File: config.mk
export PLATFORM = sky130hd
export DESIGN_NAME = peridot_servo_sweep
export DESIGN_NICKNAME = d
export VERILOG_FILES = /design/src/rtl/peridot_servo_sweep.sv
export SDC_FILE = /design/constraint.sdc
export NUM_CORES = 1
export LEC_CHECK = 0
export CORE_MARGIN = 3
export CORE_UTILIZATION = 40
export CTS_CLUSTER_SIZE = 16
export DETAILED_ROUTE_END_ITERATION = 16
export PLACE_DENSITY_LB_ADDON = 0.2
export SLEW_MARGIN = 20
export SYNTH_ARGS = -nofsm -noshare
export SYNTH_HDL_FRONTEND = slang
export SYNTH_SLANG_ARGS = --single-unit
export TNS_END_PERCENT = 30
File: constraint.sdc
create_clock -name csi_clk -period 12.4 [get_ports csi_clk]
set_clock_uncertainty 0.05 [all_clocks]
set_input_delay 2.48 -clock csi_clk [delete_from_list [all_inputs] [get_ports csi_clk]]
set_output_delay 2.48 -clock csi_clk [all_outputs]
set_load 0.01 [all_outputs]
File: src/rtl/peridot_servo_sweep.sv
// Servo slew sequencer: ramps per-channel positions toward targets each update tick and writes them out.
// Optional IRQ output and control IRQEN bit are enabled by defining PERIDOT_SERVO_SWEEP_IRQ_EN.
module peridot_servo_sweep #(
  parameter int CHANNEL   = 30,
  parameter int CLOCKFREQ = 25000000,
  parameter int UPDATE_HZ = 50
) (
  input  logic        csi_clk,
  input  logic        rsi_reset_n,
  input  logic [4:0]  avs_address,
  input  logic        avs_read,
  output logic [31:0] avs_readdata,
  input  logic        avs_write,
  input  logic [31:0] avs_writedata,
  output logic [4:0]  avm_address,
  output logic        avm_write,
  output logic [31:0] avm_writedata,
  input  logic        avm_waitrequest
`ifdef PERIDOT_SERVO_SWEEP_IRQ_EN
  ,
  output logic        ins_irq
`endif
);

  localparam logic [23:0] DIV_TERM = 24'(CLOCKFREQ / UPDATE_HZ - 1);
  localparam logic [4:0]  CH_LAST  = 5'(CHANNEL - 1);

  typedef enum logic [1:0] {IDLE, ENA, CALC, WR} state_e;

  state_e      state_q, state_d;
  logic [4:0]  ch_q, ch_d;
  logic [23:0] div_q;
  logic        tick;
  logic        run_q, ovr_q, ena_q, ena_d;
  logic [7:0]  step_q;
  logic [7:0]  tgt_q [32];
  logic [7:0]  cur_q [32];
  logic        avm_write_q, avm_write_d;
  logic [4:0]  avm_address_q, avm_address_d;
  logic [7:0]  avm_data_q, avm_data_d;
  logic [31:0] avs_readdata_q;
  logic        cur_we, scan_done, adv;
  logic [7:0]  tgt_sel, cur_sel, next_pos, rd_byte;
  logic [8:0]  diff;
  logic [4:0]  ch_idx;
  logic        addr_ch_ok, wr_ctrl, wr_step, wr_tgt, irqen_bit, all_eq;
  logic        unused_bits;

`ifdef PERIDOT_SERVO_SWEEP_IRQ_EN
  logic irqen_q, irq_q;
  assign irqen_bit = irqen_q;
  assign ins_irq   = irq_q;
`else
  assign irqen_bit = 1'b0;
`endif

  assign unused_bits   = ^{avs_read, avs_writedata[31:8], avs_writedata[3]};
  assign tick          = (div_q == DIV_TERM);
  assign ch_idx        = avs_address - 5'd2;
  assign addr_ch_ok    = (avs_address >= 5'd2) && (ch_idx <= CH_LAST);
  assign wr_ctrl       = avs_write && (avs_address == 5'd0);
  assign wr_step       = avs_write && (avs_address == 5'd1);
  assign wr_tgt        = avs_write && addr_ch_ok;
  assign avs_readdata  = avs_readdata_q;
  assign avm_write     = avm_write_q;
  assign avm_address   = avm_address_q;
  assign avm_writedata = {24'b0, avm_data_q};

  // Slew computation for the channel currently selected by the scan
  always_comb begin
    tgt_sel = tgt_q[ch_q];
    cur_sel = cur_q[ch_q];
    diff    = (tgt_sel >= cur_sel) ? ({1'b0, tgt_sel} - {1'b0, cur_sel})
                                   : ({1'b0, cur_sel} - {1'b0, tgt_sel});
    if (step_q == 8'd0 || diff <= {1'b0, step_q})
      next_pos = tgt_sel;
    else if (tgt_sel > cur_sel)
      next_pos = cur_sel + step_q;
    else
      next_pos = cur_sel - step_q;
    all_eq = 1'b1;
    for (int i = 0; i < CHANNEL; i++)
      if (cur_q[i] != tgt_q[i]) all_eq = 1'b0;
  end

  always_comb begin
    state_d       = state_q;
    ch_d          = ch_q;
    ena_d         = ena_q;
    avm_write_d   = avm_write_q;
    avm_address_d = avm_address_q;
    avm_data_d    = avm_data_q;
    cur_we        = 1'b0;
    scan_done     = 1'b0;
    adv           = 1'b0;
    unique case (state_q)
      IDLE: begin
        if (run_q != ena_q) begin
          state_d       = ENA;
          avm_write_d   = 1'b1;
          avm_address_d = 5'd0;
          avm_data_d    = {7'b0, run_q};
        end else if (tick && run_q) begin
          ch_d    = 5'd0;
          state_d = CALC;
        end
      end
      ENA: begin
        if (!avm_waitrequest) begin
          avm_write_d = 1'b0;
          ena_d       = avm_data_q[0];
          state_d     = IDLE;
        end
      end
      CALC: begin
        if (next_pos != cur_sel) begin
          cur_we        = 1'b1;
          avm_write_d   = 1'b1;
          avm_address_d = ch_q + 5'd2;
          avm_data_d    = next_pos;
          state_d       = WR;
        end else begin
          adv = 1'b1;
        end
      end
      WR: begin
        if (!avm_waitrequest) begin
          avm_write_d = 1'b0;
          adv         = 1'b1;
        end
      end
      default: state_d = IDLE;
    endcase
    // A cleared RUN aborts the scan at the next channel boundary
    if (adv) begin
      if (ch_q == CH_LAST || !run_q) begin
        state_d   = IDLE;
        scan_done = (ch_q == CH_LAST);
      end else begin
        ch_d    = ch_q + 5'd1;
        state_d = CALC;
      end
    end
  end

  always_comb begin
    rd_byte = 8'd0;
    case (avs_address)
      5'd0:    rd_byte = {4'b0, irqen_bit, ovr_q, (state_q != IDLE), run_q};
      5'd1:    rd_byte = step_q;
      default: if (addr_ch_ok) rd_byte = cur_q[ch_idx];
    endcase
  end

  always_ff @(posedge csi_clk or negedge rsi_reset_n) begin
    if (!rsi_reset_n) begin
      state_q        <= IDLE;
      ch_q           <= 5'd0;
      div_q          <= 24'd0;
      run_q          <= 1'b0;
      ovr_q          <= 1'b0;
      ena_q          <= 1'b0;
      step_q         <= 8'd0;
      avm_write_q    <= 1'b0;
      avm_address_q  <= 5'd0;
      avm_data_q     <= 8'd0;
      avs_readdata_q <= 32'd0;
      for (int i = 0; i < 32; i++) begin
        tgt_q[i] <= 8'd128;
        cur_q[i] <= 8'd128;
      end
`ifdef PERIDOT_SERVO_SWEEP_IRQ_EN
      irqen_q <= 1'b0;
      irq_q   <= 1'b0;
`endif
    end else begin
      div_q          <= tick ? 24'd0 : div_q + 24'd1;
      state_q        <= state_d;
      ch_q           <= ch_d;
      ena_q          <= ena_d;
      avm_write_q    <= avm_write_d;
      avm_address_q  <= avm_address_d;
      avm_data_q     <= avm_data_d;
      avs_readdata_q <= {24'b0, rd_byte};
      if (wr_ctrl) run_q <= avs_writedata[0];
      if (wr_step) step_q <= avs_writedata[7:0];
      if (tick && state_q != IDLE)
        ovr_q <= 1'b1;
      else if (wr_ctrl && avs_writedata[2])
        ovr_q <= 1'b0;
      if (wr_tgt) tgt_q[ch_idx] <= avs_writedata[7:0];
      if (cur_we) cur_q[ch_q] <= next_pos;
`ifdef PERIDOT_SERVO_SWEEP_IRQ_EN
      if (wr_ctrl) irqen_q <= avs_writedata[3];
      if (wr_tgt)
        irq_q <= 1'b0;
      else if (scan_done)
        irq_q <= irqen_q & run_q & all_eq;
`endif
    end
  end

endmodule
### Word-level counts from Yosys, hierarchy flattened

Index checks and enable logic that the tools add are counted.

* $add $sub $neg: 8
* order comparisons: 9
* equality and inequality tests: 14
* mux-type cells: 50
* bitwise operators: 3
* reduce and logical (&&, ||, !) cells: 24

Operators with widths (count)
* $bwmux W256: 2
* $bmux W8 S5: 3
* $mux W8: 13
* $demux W8 S5: 2
* $mux W5: 7
* $pmux W8 S2: 2
* $add A24 B1 Y24 const B: 1
* $eq A24 B19 Y1 const B: 1
* $mux W24: 1
* $sub A8 B8 Y9: 2
* $ge A6 B6 Y1 const B: 2
* $lt A6 B1 Y1 const B: 2
* $mux W2: 6
* $not A5 Y6: 2
* $pmux W5 S2: 1
* $le A9 B8 Y1: 1
* $logic_and A1 B1 Y1: 9
* $mux W1: 9
* $mux W9: 1
* $add A8 B8 Y8: 1
* $ge A8 B8 Y1: 1
* $gt A8 B8 Y1: 1
* $logic_not A8 Y1: 1
* $ne A8 B8 Y1: 1
* other kinds (28): 36

* register bits after elaboration: 576
* input port bits: 42
* output and inout port bits: 70
* logic and storage cells: 183

### Depth between registers and ports, before layout

Gate-level depths: netlist of the first run.

* word-level depth: 14
* depth in mapped cells: 33
* gate-level depth less buffers: 26

### Least setup slack after synthesis of the first run

Ideal clock, no wire load.

* kind: register to register
* from: register ch_q[0]
* to: register cur_q[152] (netlist name)
* library setup time: 0.125 ns
* arrival time: 6.555 ns
* required time: 12.225 ns
* path slack: 5.670 ns
* cell stages (with the launch flop): 31
* buffers on the path: 6
* clock period less this slack: 6.730 ns
* path through: dfrtp_1 -> buf_4 -> buf_4 -> buf_6 -> buf_6 -> mux4_2 -> a22oi_1 -> o2111ai_1 -> inv_1 -> ha_1 -> nand3b_1 -> a21oi_1 -> o2111ai_1 -> nand2_1 -> mux2_2 -> a21oi_1 -> o21ai_0 -> xor2_1 -> ha_1 -> nand4_1 -> o22a_1 -> o211ai_1 -> o31a_1 -> nand2_1 -> nor4_1 -> o221ai_2 -> o31a_1 -> buf_6 -> buf_12 -> nand3_4 -> mux2_4

* longest elaborated chain between the ends: 12
* elaborated cells on any way between the ends: 27
* those cells by class: add/sub (4); order compare (5); eq/ne (1); mux (14); bitwise (1); reduce/logical (2)

Ends and longest elaborated chain
* from (decl): RTL line 31 `logic [4:0] ch_q, ch_d;`
* from (signal assigned): RTL line 179 `ch_q <= ch_d;`
* $not A5 Y6 (implied by the code) *: RTL line 71, 72, 192
* $bmux W8 S5, on equally long branches: RTL line 72, 71
* $mux W8, on equally long branches (2 in series): RTL line 72, 71
* $sub A8 B8 Y9, or another cell as far along: RTL line 74 `: ({1'b0, cur_sel} - {1'b0, tgt_sel});`
* $mux W9: RTL line 73 `diff = (tgt_sel >= cur_sel) ? ({1'b0, tgt_sel} - {1'b0, cur_sel})`
* $le A9 B8 Y1: RTL line 75 `if (step_q == 8'd0 || diff <= {1'b0, step_q})`
* $logic_or A1 B1 Y1: RTL line 75
* $mux W8: RTL line 75
* $ne A8 B8 Y1: RTL line 116 `if (next_pos != cur_sel) begin`
* $mux W1: RTL line 116
* $mux W1: RTL line 96 `unique case (state_q)`
* to (signal, indexed assignment): RTL line 192 `if (cur_we) cur_q[ch_q] <= next_pos;`
* to (decl): RTL line 37 `logic [7:0] cur_q [32];`

Mark *: on every way between the ends. The rest lies on a longest branch, timed or not. The select of a mux whose other input is x is not followed.
A chain may end at the register's enable or synchronous reset.

### Worst setup path in the final report of the first run

* from: register ch_q[0]
* to: register cur_q[169] (netlist name)

The elaborated chain is that of the path after synthesis.

==> results of run 1 <==
[power groups by stage]
stage          Combinational (uW)  Clock (uW)  Sequential, uW
2_1_floorplan                3740           0            2360
3_3_place_gp                 5300           0            2420
3_5_place_dp                 5440           0            2440
4_1_cts                      5470        2000            2410
5_1_grt                      5900        2080            2440
6_report                     5470        1960            2410
[area by class of cell]
cell class / instances / area, sq um / area share
clock buffer: 101 / 1970 / 0.0563
tap: 1040 / 1300 / 0.0372
clock inverter: 18 / 183 / 0.00523
timing repair buffer: 94 / 842 / 0.0241
multi-input combinational: 1591 / 16000 / 0.458
sequential: 576 / 14500 / 0.415
inverter: 45 / 169 / 0.00483
[state kept, by name, indices dropped and copies added (netlist names)]
| name | cells |
|---|---|
| ovr_q | 1 |
| avm_write | 1 |
| avs_readdata | 8 |
| div_q | 24 |
| run_q | 1 |
| ena_q | 1 |
| state_q | 2 |
| avm_data_q | 8 |
| avm_address | 5 |
| tgt_q | 256 |
| cur_q | 256 |
| step_q | 8 |
| ch_q | 5 |
[routing by layer]
metal | global-route usage | wire length [um]
met1 | 0.335 | 44000
met2 | 0.355 | 43300
met3 | 0.0415 | 5720
met4 | 0.0656 | 2350
met5 | 0 | 0
[cells by family (layout without fill, tap and decap cells)]
kind of cell / after synthesis / after routing
muxes: 821 / 821
DFF: 576 / 576
and+or+nand+nor: 330 / 330
AOI/OAI and AO/OA: 295 / 295
buffers and inverters: 244 / 258
adders and majority gates: 49 / 49
xor gates and xnor gates: 48 / 48
other: 1 / 48
[layout by cell type (no fill, tap or decap), types with 12 or more instances in the layout]
| cell | Yosys | routed |
|---|---|---|
| nand2_1 | 75 | 75 |
| mux2i_1 | 220 | 220 |
| mux4_2 | 90 | 90 |
| clkbuf_16 | 0 | 69 |
| mux2_4 | 176 | 176 |
| buf_4 | 56 | 54 |
| xor2_1 | 24 | 24 |
| o22ai_1 | 125 | 125 |
| nor3_1 | 13 | 13 |
| a21oi_1 | 27 | 25 |
| mux2_2 | 329 | 329 |
| nand3_1 | 19 | 19 |
| nand3_4 | 29 | 29 |
| nand4_1 | 13 | 13 |
| o21ai_0 | 54 | 50 |
| inv_1 | 42 | 42 |
| a21o_1 | 13 | 13 |
| clkbuf_8 | 0 | 12 |
| nor4_1 | 32 | 32 |
| dfstp_2 | 64 | 64 |
| clkdlybuf4s50_1 | 0 | 35 |
| xnor2_1 | 24 | 24 |
| dfrtp_1 | 512 | 510 |
| nor2_1 | 62 | 60 |
| conb_1 | 1 | 48 |
| ha_1 | 46 | 46 |
| clkbuf_1 | 91 | 20 |
[worst max-delay path by stage]
stage / from / to / slack, ps
after global placement: ch_q[0]$_DFF_PN0_ / cur_q[168]$_DFFE_PN0P_ / 2620
after global routing: ch_q[0]$_DFF_PN0_ / cur_q[169]$_DFFE_PN0P_ / 1980
after CTS: ch_q[0]$_DFF_PN0_ / cur_q[169]$_DFFE_PN0P_ / 2540
final: ch_q[0]$_DFF_PN0_ / cur_q[169]$_DFFE_PN0P_ / 2450
after floorplan: ch_q[0]$_DFF_PN0_ / cur_q[152]$_DFFE_PN0P_ / 5670
after detailed placement: ch_q[0]$_DFF_PN0_ / cur_q[169]$_DFFE_PN0P_ / 2580
[through the flow]
| stage | util | total power, uW | setup slack [ps] | std cells |
|---|---|---|---|---|
| after global routing | 0.449 | 10400 | 1980 | 3465 |
| final | 0.449 | 9840 | 2450 | 3465 |
| after floorplan | - | 6090 | 5670 | 2411 |
| after detailed placement | 0.421 | 7880 | 2580 | 3346 |
| after global placement | 0.421 | 7720 | 2620 | 3346 |
| after CTS | 0.449 | 9880 | 2540 | 3465 |
[worst max-delay path: stages (launching register included)]
cell and delay [ps]:
dfrtp_2 810, buf_4 540, nand4bb_1 200, buf_4 320
o22ai_1 110, nor4_1 810, o311ai_2 480, ha_1 580
nand2_1 80, a21oi_1 260, o2111ai_1 250, nand2_1 440
mux2i_1 360, a21oi_1 110, o21ai_0 200, xor2_1 210
ha_1 270, nand4_1 110, o22a_1 160, o211ai_1 130
o31a_1 160, nand2_1 480, nor4_1 180, o221ai_2 410
o31a_2 800, buf_4 390, nand3_2 380, mux2_2 440
==> run summary, run 1 <==
After synthesis, the share of flip-flops with an asynchronous set or reset is 1.00. The static leakage is 0.0153 uW. The flow ran to the end, and the final reports show no timing, DRC or antenna violations.

The die height came out at 287 um. The register area share after synthesis came out at 0.458. In this run the tool buffered the top-level ports with 38 buffer cells. The total DRC errors in the routed layout is 0.

The net count of the finished layout is 2465. TritonCTS built the clock tree. The wire length of the first global-routing pass is 142000 um. The proportion of synthesized area in mux cells came out at 0.337. The placed wire-length estimate after detailed placement is 64700 um. The number of inserted diodes came out at 0. The remaining number of nets flagged by the antenna check after routing came out at 0. The clock buffer count from CTS came out at 66. The slack of the worst reg-to-reg path came out at 2450 ps. The clock net in this run drives a total of 576 sinks. The power spent charging and discharging nets is 4730 uW. The cell area after placement came out at 32800 sq um. The fraction of post-synthesis cell area in the top cell type by area came out at 0.405. The complex-gate fraction of the synthesized area came out at 0.0616. The number of post-CTS setup repair buffers came out at 0.

The number of instances in the synthesized netlist came out at 2364. At the pin with the least slew margin, the transition time is 1160 ps. Hold repair after CTS inserted 0 buffers. The number of enable flip-flop cells after synthesis is 0. Along the worst hold path, the cell count comes to 1. The relative slew slack is 0.223. In the synthesized netlist, the cells that appear most often are dfrtp_1, mux2_2, mux2i_1, mux2_4, o22ai_1. The number of max-slew violations in the final report is 0. The proportion of layout cells with a drive suffix above 1 came out at 0.365. The routed wire length per instance came out at 27.5 um. The via count of the first global-routing pass is 20739. The number of top-level pins came out at 112. The capture endpoint of the worst hold path is div_q[23]$_DFF_PN0_. The final-layout worst hold slack came out at 421 ps. The number of antenna violations at the first check in global routing was 1. In this run the worst hold path is classified as flip-flop to flip-flop.

The later-pin clock latency in the skew report is 600 ps. Power spread over the standard cell area amounts to 282 nW/um^2. The count of state elements after synthesis is 576. Among all flip-flop cells after synthesis, the most frequent one is dfrtp_1. Setup violations remaining at the end of the flow were counted as 0.

Of the total synthesized cell area, the portion taken by XOR and XNOR cells is 0.0133. The length in cells of the worst reg-to-reg path is 27. The final cycle utilization of the critical path is 0.803. Across the run, the number of max-cap violations was 0. The worst setup path is of the flip-flop to flip-flop kind. Before antenna repair, the detailed router went through 6 iterations. The die is 287 um wide.

The starting density of the core came out at 0.406. The placer congestion estimate is 0.879. The clock passes through at most 3 buffers.

The combined area of all synthesized cells came out at 31600 sq um. The maximum fanout count along the critical path came out at 24. The overall fraction of global-route tracks in use is 0.231. The total grt overflow is 0. The number of vias per cell is 5.87. The most area-hungry cell type in the Yosys netlist is dfrtp_1. After synthesis, the largest family of logic cells by area is multiplexers. The largest net degree at the start of global routing came out at 176. The share of total power dissipated in sequential elements is 0.245. Once the clock tree was built, the resizer swapped 0 gates to a different size. Timing would allow up to 100 MHz. The final-layout fill cell count came out at 7035. For this block, the initial DRC count from the detailed router was 1776. The total negative slack is 0 ps. The share of synthesized cell area in full adder, half adder and majority cells is 0.0201.

The internal power consumption came out at 5110 uW. In this run the critical register-to-register path is captured at cur_q[169]$_DFFE_PN0P_. The clock tree root buffer cell is clkbuf_16. The CTS H-tree depth is 3.

The final design instance area without fill is 35000 sq um. Data on the critical path arrives at its endpoint at 10380 ps. Clock-pin slew was measured on the worst setup and hold paths at 60 ps. The floorplan has 102 rows.

Of the total power, the share spent switching nets is 0.481. The worst setup path is launched from a flip-flop. Setup repair after global routing left no endpoint under its margin. By instance count, the leading cell after synthesis is dfrtp_1.

The worst hold path begins at div_q[23]$_DFF_PN0_. The final wirelength came out at 95300 um. The floorplan die area is 82500 sq um. The data required time of the worst path came out at 12830 ps.

The area growth from synthesis to layout is 10.6%. The beginning of the worst register-to-register path is ch_q[0]$_DFF_PN0_. The total via count after detailed routing is 20333.

The number of distinct library cell variants in the gate-level netlist after synthesis is 81. The hold violation total from the final report came out at 0. The clock power share came out at 0.199. By area the synthesized netlist is led by dfrtp_1, mux2_2, mux2_4. The peak ir drop on the vdd network came out at 0.000706 V. The worst path needs 9950 ps of the cycle, external delays included. The post-synthesis share of cell area spent on and, or, nand and nor gates is 0.0678. The sort of element at the end of the critical path is a flip-flop. The core box area came out at 77800 sq um. The synthesized area divided by synthesized cell count is 13.4 sq um. The total of warnings raised by yosys is 0. Of the total power, combinational logic draws 0.556.
Note: power is estimated with default switching activity, not from simulation.
==> run 2: changes to the inputs <==
==> constraint.sdc (replaced) <==
create_clock -name csi_clk -period 9.5 [get_ports csi_clk]
set_clock_uncertainty 0.05 [all_clocks]
set_input_delay 1.9 -clock csi_clk [delete_from_list [all_inputs] [get_ports csi_clk]]
set_output_delay 1.9 -clock csi_clk [all_outputs]
set_load 0.01 [all_outputs]
==> run summary, run 2 (synthesis gave the netlist of run 1 again) <==
The worst hold-check path type is flip-flop to flip-flop. The via count of the first global-routing pass came out at 21687 (+4.6%). The overall fraction of global-route tracks in use is 0.234 (+0.00276). The wire length of the first global-routing pass is 144000 um (+1.5%). The run finished with clean final reports.

The number of post-CTS setup repair buffers is 0 (unchanged). The remaining number of nets flagged by the antenna check after routing came to 0 (unchanged). The static leakage came out at 0.0160 uW (+4.3%).

The sort of element at the end of the critical path is a flip-flop. The routed wire length per instance is 27.0 um (-1.8%). The power per standard cell area is 366 nW/um^2 (+30%).

The library cell used most frequently in the layout, excluding fill and tap cells, is dfrtp_1. The data arrival time of the worst path came out at 9000 ps (-1380 ps). The placed wire-length estimate after detailed placement came to 66600 um (+2.8%). The die width is 287 um (unchanged).

The cell row count came out at 102 (unchanged). The relative slew slack is 0.266 (+0.0432). The final-layout worst hold slack came to 426 ps (+5.12 ps).

The clock tree root buffer cell is clkbuf_16. The number of top-level pins came out at 112 (unchanged). The total iterations of the first detailed-routing run came out at 7 (+1). The clock buffer count from CTS is 68 (+3.0%).

The total DRC errors in the routed layout was 0 (unchanged). The die height came out at 287 um (unchanged). STA classifies the critical path startpoint as a flip-flop. The clock-pin slew on the worst setup and hold paths came out at 60 ps (about the same).

The final wirelength came out at 96300 um (+1.0%). The number of antenna violations at the first check in global routing is 2 (+1). The placer congestion estimate came out at 0.881 (+0.26%). The slowest stage of the critical path is the dfrtp_4 cell. The peak ir drop on the vdd network came out at 0.000938 V (+33%). The actual transition at the worst max-transition pin came out at 1100 ps (-64.6 ps). The largest net degree at the start of global routing came out at 157 (-11%). The clock sink total came out at 576 (unchanged). The CTS H-tree depth came out at 3 (unchanged).

The first-iteration detailed-routing DRC count is 1717 (-3.3%). The top cell types in the final layout, fill and taps aside, are dfrtp_1, mux2_2, mux2i_1. The hold violation total from the final report is 0 (unchanged). The count of cells resized by post-cts repair came to 0 (unchanged). The proportion of layout cells with a drive suffix above 1 came out at 0.390 (+0.0256).

Compared with the post-synthesis result, the final layout area differs by 14.4%. The number of max-slew violations in the final report came out at 0 (unchanged). The final cycle utilization of the critical path is 0.901 (+0.0981).

The TritonCTS clock tree is built. The hold buffer count at cts came out at 0 (unchanged). Setup repair after global routing left no endpoint under its margin.

The number of vias per cell came to 5.82 (-0.81%). The final net count is 2560 (+3.9%). The minimum clock period is 8560 ps (-1400 ps).

The critical path class is flip-flop to flip-flop. The top achievable clock speed is 117 MHz (+16%). The maximum number of buffers from clock root to sink was 3 (unchanged). The maximum fanout count along the critical path is 37 (+54%). The number of port buffers was 38 (unchanged).

The number of inserted diodes came to 0 (unchanged). The count of endpoints failing setup in the final report came to 0 (unchanged). The area of the multi-input gates was 16000 sq um (about the same). The starting density of the core is 0.406 (unchanged). The total grt overflow came out at 0 (unchanged).

The register cell area after layout is 14500 sq um (unchanged). The later-pin clock latency in the skew report is 620 ps (+20 ps). The floorplan die area is 82500 sq um (unchanged). The data required time of the worst path came out at 9940 ps (-2890 ps). The final-layout fill cell count was 6915 (-1.7%). The total of max-cap violations is 0 (unchanged). The total negative slack is 0 ps (unchanged). The biggest cell delay along the critical path is 970 ps (+160 ps). In the final layout, the registers with the most flip-flops are cur_q (256), tgt_q (256), div_q (24). The total via count after detailed routing is 20750 (+2.1%). The core box area is 77800 sq um (unchanged).
-- run 2: changes by cell type in the layout (fill, tap and decap cells not counted), sizes merged --
| cell | delta |
|---|---|
| buf | +93 |
| bufinv | -1 |
| clkinv | +4 |
| clkbuf | +4 |
-- run 2: final cells by class --
| type | count | area share |
|---|---|---|
| Clock buffer | 105 | 0.0556 |
| Clock inverter | 21 | 0.00650 |
| Inverter | 45 | 0.00467 |
| Multi-Input combinational cell | 1591 | 0.443 |
| Sequential cell | 576 | 0.401 |
| Tap cell | 1040 | 0.0360 |
| Timing Repair Buffer | 187 | 0.0537 |
-- run 2: path summary, 6_finish.rpt --
kind | cells after the start | to | slack [ps] | from
worst max-delay path | 29 | cur_q[165]$_DFFE_PN0P_ | 940 | ch_q[1]$_DFF_PN0_
worst min-delay path | 1 | div_q[0]$_DFF_PN0_ | 430 | div_q[0]$_DFF_PN0_
worst max register to register | 29 | cur_q[165]$_DFFE_PN0P_ | 940 | ch_q[1]$_DFF_PN0_
worst min register to register | 1 | div_q[0]$_DFF_PN0_ | 430 | div_q[0]$_DFF_PN0_
max in group asynchronous | 3 | cur_q[17]$_DFFE_PN0P_ | 6000 | rsi_reset_n
min in group asynchronous | 1 | tgt_q[240]$_DFFE_PN0P_ | 1230 | rsi_reset_n
-- run 2: metal layers --
metal  vias up  part of all wire  GRT usage
met5         -                 0          0
met4         0             0.027     0.0715
met3       143             0.072     0.0597
met2       635              0.44      0.350
li1       8955                 -          -
met1     11017              0.46      0.333
-- run 2: stage by stage --
| stage | std cells | worst slack, ps | cell area, sq um | total power, uW | utilization |
|---|---|---|---|---|---|
| after CTS | 3565 | 1060 | 36200 | 13300 | 0.464 |
| after floorplan | 2411 | 2770 | 31800 | 7950 | - |
| after global routing | 3565 | 492 | 36200 | 14000 | 0.465 |
| final | 3565 | 942 | 36200 | 13200 | 0.465 |
| after global placement | 3439 | 1050 | 33900 | 10400 | 0.436 |
| after detailed placement | 3439 | 1100 | 33900 | 10600 | 0.436 |
-- run 2: power breakdown --
part	internal, uW	switching (uW)
Sequential	2880	277
Clock	1530	1090
Combinational	2540	4930
Total	6950	6290
-- run 2: critical path: cells and delay by family, from the launching register on --
kind,cells,cell delay (ps)
mux,3,1100
xor+xnor,1,180
simple gates,7,1950
compound gates,11,2340
fa+ha+maj,2,600
flops,1,970
buf+inv,5,1100
